===== src/rtl/fetch_pkg.sv =====
// Shared types for the fetch stage: redirect modes, queue entry, take encoding.
package fetch_pkg;

  localparam logic REDIR_ABS = 1'b0;
  localparam logic REDIR_REL = 1'b1;

  localparam int FQ_ADDR_W = 20;
  localparam int FQ_WORD_W = 16;

  typedef struct packed {
    logic [FQ_ADDR_W-1:0] pc;
    logic [FQ_WORD_W-1:0] word;
  } fq_entry_t;

  typedef enum logic [1:0] {
    TAKE_NONE = 2'd0,
    TAKE_ONE  = 2'd1,
    TAKE_TWO  = 2'd2
  } take_e;

endpackage


===== src/rtl/fetch_queue.sv =====
// Circular prefetch buffer: single push, 0/1/2 pop, sync clear,
// two-entry head window (absent entries read as zero).
module fetch_queue
  import fetch_pkg::*;
#(
  parameter int ADDR_W = 20,
  parameter int WORD_W = 16,
  parameter int QDEPTH = 4,
  parameter int CW     = $clog2(QDEPTH + 1)
) (
  input  logic              clock,
  input  logic              reset,
  input  logic              clear,
  input  logic              push,
  input  logic [ADDR_W-1:0] push_pc,
  input  logic [WORD_W-1:0] push_word,
  input  take_e             pop,
  output logic [CW-1:0]     count,
  output logic [ADDR_W-1:0] head_pc,
  output logic [WORD_W-1:0] head_word,
  output logic [WORD_W-1:0] next_word
);

  localparam int PW = $clog2(QDEPTH);

  logic [ADDR_W-1:0] pc_mem   [QDEPTH];
  logic [WORD_W-1:0] word_mem [QDEPTH];
  logic [PW-1:0]     rd_ptr;
  logic [PW-1:0]     wr_ptr;
  logic [PW-1:0]     nx_ptr;

  always_ff @(posedge clock) begin
    if (reset || clear) begin
      rd_ptr <= '0;
      wr_ptr <= '0;
      count  <= '0;
    end else begin
      if (push) begin
        pc_mem[wr_ptr]   <= push_pc;
        word_mem[wr_ptr] <= push_word;
        wr_ptr           <= wr_ptr + PW'(1);
      end
      rd_ptr <= rd_ptr + PW'(pop);
      count  <= count + CW'(push) - CW'(pop);
    end
  end

  assign nx_ptr    = rd_ptr + PW'(1);
  assign head_pc   = (count != '0) ? pc_mem[rd_ptr] : '0;
  assign head_word = (count != '0) ? word_mem[rd_ptr] : '0;
  assign next_word = (count >= CW'(2)) ? word_mem[nx_ptr] : '0;

endmodule


===== src/rtl/fetch_queue_unit.sv =====
// Instruction fetch stage with prefetch queue and two-word decode window.
// Optional BYTE_SWAP_EN swaps bytes of each 16-bit lane before queueing.
module fetch_queue_unit
  import fetch_pkg::*;
#(
  parameter int                 ADDR_W   = 20,
  parameter int                 WORD_W   = 16,
  parameter int                 OFF_W    = 9,
  parameter int                 QDEPTH   = 4,
  parameter logic [ADDR_W-1:0]  RESET_PC = '0
) (
  input  logic                clock,
  input  logic                reset,
  input  logic                stop,
  output logic                imem_req,
  output logic [ADDR_W-1:0]   imem_addr,
  input  logic [WORD_W-1:0]   imem_rdata,
  input  logic                redir_valid,
  input  logic                redir_rel,
  input  logic [ADDR_W-1:0]   redir_target,
  input  logic [ADDR_W-1:0]   redir_base,
  input  logic [OFF_W-1:0]    redir_off,
  output logic [1:0]          out_cnt,
  output logic [2*WORD_W-1:0] out_insn,
  output logic [ADDR_W-1:0]   out_pc,
  input  logic [1:0]          out_take
);

  localparam int CW = $clog2(QDEPTH + 1);

  logic [ADDR_W-1:0] fetch_pc;
  logic              inflight;
  logic [CW-1:0]     count;
  logic [CW:0]       occ;
  logic [ADDR_W-1:0] target;
  logic [WORD_W-1:0] word_in;
  logic [WORD_W-1:0] head_word;
  logic [WORD_W-1:0] next_word;
  logic              push;
  logic              take_ok;
  take_e             take_eff;

  // Slot check counts the reserved in-flight slot, ignores same-cycle take.
  assign occ      = {1'b0, count} + (CW+1)'(inflight);
  assign imem_req = !reset && !stop && !redir_valid
                    && (occ < (CW+1)'(QDEPTH));
  assign imem_addr = fetch_pc;

  assign target = (redir_rel == REDIR_REL)
    ? redir_base + {{(ADDR_W-OFF_W){redir_off[OFF_W-1]}}, redir_off}
    : redir_target;

  assign out_cnt  = (count >= CW'(2)) ? 2'd2 : count[1:0];
  assign take_ok  = !stop && !redir_valid;
  assign take_eff = !take_ok ? TAKE_NONE
                  : (out_take > out_cnt) ? take_e'(out_cnt)
                  : take_e'(out_take);
  assign push     = inflight && !redir_valid;

`ifdef BYTE_SWAP_EN
  always_comb begin
    word_in = '0;
    for (int i = 0; i < WORD_W / 16; i++) begin
      word_in[16*i +: 8]   = imem_rdata[16*i+8 +: 8];
      word_in[16*i+8 +: 8] = imem_rdata[16*i +: 8];
    end
  end
`else
  assign word_in = imem_rdata;
`endif

  always_ff @(posedge clock) begin
    if (reset) begin
      fetch_pc <= RESET_PC;
      inflight <= 1'b0;
    end else if (redir_valid) begin
      fetch_pc <= target;
      inflight <= 1'b0;
    end else begin
      inflight <= imem_req;
      if (imem_req)
        fetch_pc <= fetch_pc + ADDR_W'(1);
    end
  end

  fetch_queue #(
    .ADDR_W (ADDR_W),
    .WORD_W (WORD_W),
    .QDEPTH (QDEPTH),
    .CW     (CW)
  ) u_queue (
    .clock     (clock),
    .reset     (reset),
    .clear     (redir_valid),
    .push      (push),
    .push_pc   (fetch_pc - ADDR_W'(1)),
    .push_word (word_in),
    .pop       (take_eff),
    .count     (count),
    .head_pc   (out_pc),
    .head_word (head_word),
    .next_word (next_word)
  );

  assign out_insn = {head_word, next_word};

endmodule


===== config.mk =====
export PLATFORM = sky130hd
export DESIGN_NAME = fetch_queue_unit
export DESIGN_NICKNAME = d
export VERILOG_FILES = /design/src/rtl/fetch_pkg.sv /design/src/rtl/fetch_queue.sv /design/src/rtl/fetch_queue_unit.sv
export SDC_FILE = /design/constraint.sdc
export NUM_CORES = 1
export LEC_CHECK = 0
export ABC_AREA = 1
export CAP_MARGIN = 25
export CORE_MARGIN = 5
export CORE_UTILIZATION = 53
export CTS_BUF_LIST = sky130_fd_sc_hd__clkbuf_8
export DETAILED_ROUTE_END_ITERATION = 12
export GPL_ROUTABILITY_DRIVEN = 0
export GPL_TIMING_DRIVEN = 0
export PLACE_DENSITY_LB_ADDON = 0.05
export SYNTH_ARGS = -nofsm -noshare
export SYNTH_HDL_FRONTEND = slang
export SYNTH_SLANG_ARGS = --single-unit

===== constraint.sdc =====
create_clock -name clock -period 6.9 [get_ports clock]
set_clock_uncertainty 0.15 [all_clocks]
set_input_delay 1.38 -clock clock [delete_from_list [all_inputs] [get_ports clock]]
set_output_delay 1.38 -clock clock [all_outputs]
set_load 0.1 [all_outputs]

==> results of run 1 <==
## cell usage in the layout, fill, tap and decap left out, types with 28 or more instances in the layout
master,instances
a21oi_1,95
dfxtp_1,28
clkbuf_1,29
ha_1,29
inv_1,99
nand3_1,43
nand2_1,205
clkdlybuf4s50_1,146
o21ai_0,132
nor2_1,193
edfxtp_1,144
## through the flow
stage	instances	hold WS (ns)	worst slack, ns	power [uW]
floorplan	1140	0.327	2.07	1580
global placement	1515	0.346	1.01	1740
detailed placement	1519	0.359	1.62	1740
CTS	1551	0.375	1.61	2430
global route	1551	0.414	1.50	2520
finish	1551	0.376	1.61	2420
## layer usage
| layer | global-route usage, % | up-vias | share of wire, % |
|---|---|---|---|
| li1 | - | 4194 | - |
| met1 | 32.4 | 3888 | 41 |
| met2 | 44.1 | 384 | 49 |
| met3 | 4.53 | 54 | 7.4 |
| met4 | 9.47 | 0 | 2.5 |
| met5 | 0 | - | 0 |
## sequential cells by signal, indices dropped and copies added (netlist names)
name              count
u_queue.pc_mem       80
u_queue.word_mem     64
imem_addr            20
u_queue.count         3
u_queue.rd_ptr        2
u_queue.wr_ptr        2
inflight              1
## cell usage after synthesis (all sizes together)
cell    count  area [um^2]
a211oi      1         7.51
a21oi      95          475
a22oi       3         22.5
a31oi      19          119
and2        2         12.5
buf        22          115
clkbuf     29          109
clkinv      2         7.51
dfxtp      28          561
edfxtp    144         4320
fa          2         40.0
ha         29          363
inv       105          397
nand2     209          795
nand3      47          263
nand3b      2         27.5
nand4       7         50.1
nor2      205          815
nor3       12         91.3
o211ai      2         15.0
o21ai     136          681
o21bai      2         15.0
o221ai      1         8.76
o22ai       2         12.5
o31ai       1         7.51
xnor2       9         78.8
xor2       24          210
## cell families (layout without fill, tap and decap cells)
| family | count (synthesis) | in the layout | synth area share, % |
|---|---|---|---|
| flip-flops | 172 | 172 | 50.8 |
| buffers and inverters | 158 | 340 | 6.53 |
| AND/OR/NAND/NOR | 484 | 484 | 21.3 |
| XOR/XNOR | 33 | 33 | 3.00 |
| adder cells (fa/ha/maj) | 31 | 31 | 4.19 |
| AO/OA/AOI/OAI | 262 | 262 | 14.2 |
## final timing paths
path                                          to  slack [ns]  cells after the start
hold reg to reg   u_queue.wr_ptr[0]$_SDFFE_PP0P_        0.38                      2
hold / removal    u_queue.wr_ptr[0]$_SDFFE_PP0P_        0.38                      2
setup / recovery                        imem_req        1.61                      6
setup reg to reg     u_queue.count[2]$_SDFF_PP0_        3.45                     16
## where the power goes
group	total (uW)	switching, uW	leakage, uW	internal [uW]
registers	1180	20.4	0.00153	1150
clock network	694	418	0.000200	276
logic	549	388	0.00286	161
## critical path: stages
cell             delay, ns
clkdlybuf4s50_1       0.45
nor2_1                0.23
nand4_1               0.18
buf_2                 0.22
inv_1                 0.13
clkdlybuf4s50_1       1.16
## cell type report
type / count / area (um^2)
fillers: 1573 / 6020
repair buffers: 150 / 1540
plain buffers: 51 / 224
multi-input cells: 810 / 4140
clock inverters: 15 / 169
flip-flops and latches: 172 / 4880
inverters: 107 / 404
well taps: 229 / 287
clock buffers: 17 / 234
==> impl_metrics.py, run 1 <==
metrics = {
    "power": {
        "p_per_area_nw_per_um2": 204,
        "p_leak_uw": 0.00460,
        "ir_drop_uv": 130,
    },
    "worst_setup_path": {
        "crit_path_end_kind": "output port",
        "crit_required_ns": 5.37,
        "worst_ep_arrival_time_ns": 3.76,
        "crit_start": "redir_valid",
        "criticalPathCategory": "in -> out",
        "r2r_start": "u_queue.count[1]$_SDFF_PP0_",
        "worstPathMaxFanout": 10,
        "worst_setup_path_start_kind": "primary input",
    },
    "timing": {
        "max_freq_ghz": 0.189,
        "maxSlewViolCount": 0,
        "setup_violations": 0,
        "tightestPinTransition_ns": 1.07,
        "min_period_ns": 5.29,
        "finalHoldViolCount": 0,
        "fin_tns_setup_ns": 0,
        "rsz0062_at_grt": "false",
        "fin_crit_sh_pct": 76.7,
        "max_slew_margin_pct": 28.7,
    },
    "min_path": {
        "hold_path_class": "reg -> reg",
        "hold_start": "inflight$_SDFF_PP0_",
    },
    "logic_synthesis": {
        "syn_area_per_cell_um2": 8.44,
        "ys_ff_latch": 172,
        "synthCells": 1140,
        "synth_cell_types": 42,
        "syn_nets": 1243,
        "syn_area_um2": 9620,
        "yosysWarnings": 0,
        "synth-seq-area-share_pct": 50.8,
    },
    "cells_and_area": {
        "final_design_area_no_fill_um2": 11900,
        "drive_gt1_share_pct": 6.51,
        "num_antenna_cells": 0,
        "syn2layout_area_growth_pct": 23.5,
        "final_util_pct": 66.4,
        "finalNetCount": 1412,
    },
    "clocking": {
        "cts.clk_slew.worst_paths_ns": 0.10,
        "ctsHoldBuffers": 0,
        "cts_sinks": 172,
        "cts_buffer_depth": 2,
        "cts_made_buffers": 17,
        "post_cts_resized": 0,
        "clkLatencyLatePin_ns": 0.46,
        "h-tree-depth": 4,
        "post-cts-setup-buffer-count": 0,
        "cts_root_buf": "clkbuf_8",
        "tritoncts": "yes",
    },
    "run": {
        "maxCapViolCount": 0,
    },
    "run_status": {
        "status": "complete, no violations",
    },
    "global_routing": {
        "first_global_vias": 8020,
        "antenna_found_initial": 0,
        "grt_overflow": 0,
        "track_usage_pct": 25.6,
        "grt_max_degree": 29,
        "grt_pass1_wl_um": 41000,
    },
    "placed_design": {
        "port-buffer-count": 146,
        "hpwl_um": 19400,
        "place_area_um2": 11500,
    },
    "floorplan": {
        "die_y_um": 145,
        "core-area_um2": 17900,
        "initial_core_util_pct": 53.7,
        "floorplan.rows": 49,
        "die_w_um": 145,
        "dieArea_um2": 20900,
        "ioPinCount": 147,
    },
    "routing": {
        "via_per_inst": 5.49,
        "drtIter0Drc": 719,
        "antenna_left": 0,
        "firstDrtPassIters": 5,
        "vias": 8520,
        "wl_um": 26700,
        "wl_per_cell_um": 17.2,
        "drcViolationCount": 0,
    },
}
(Power assumes the default switching activity.)
==> inputs of run 2 (changes only) <==
clock period = 5.45 ns   (was 6.9 ns; I/O delays follow)
==> results of run 2 <==
Same layout as run 1 (identical final DEF). Status: complete, no violations.
Among the figures that moved: setup slack after placement 1.62 ns -> 0.754 ns; setup slack after layout 1.61 ns -> 0.709 ns; start point of the critical path redir_valid -> u_queue.count[2]$_SDFF_PP0_; end point of the critical path imem_req -> out_pc[10]; register-to-register setup slack 3.45 ns -> 2.00 ns; total power 2420 uW -> 3060 uW; worst IR drop on VDD 130 uV -> 164 uV
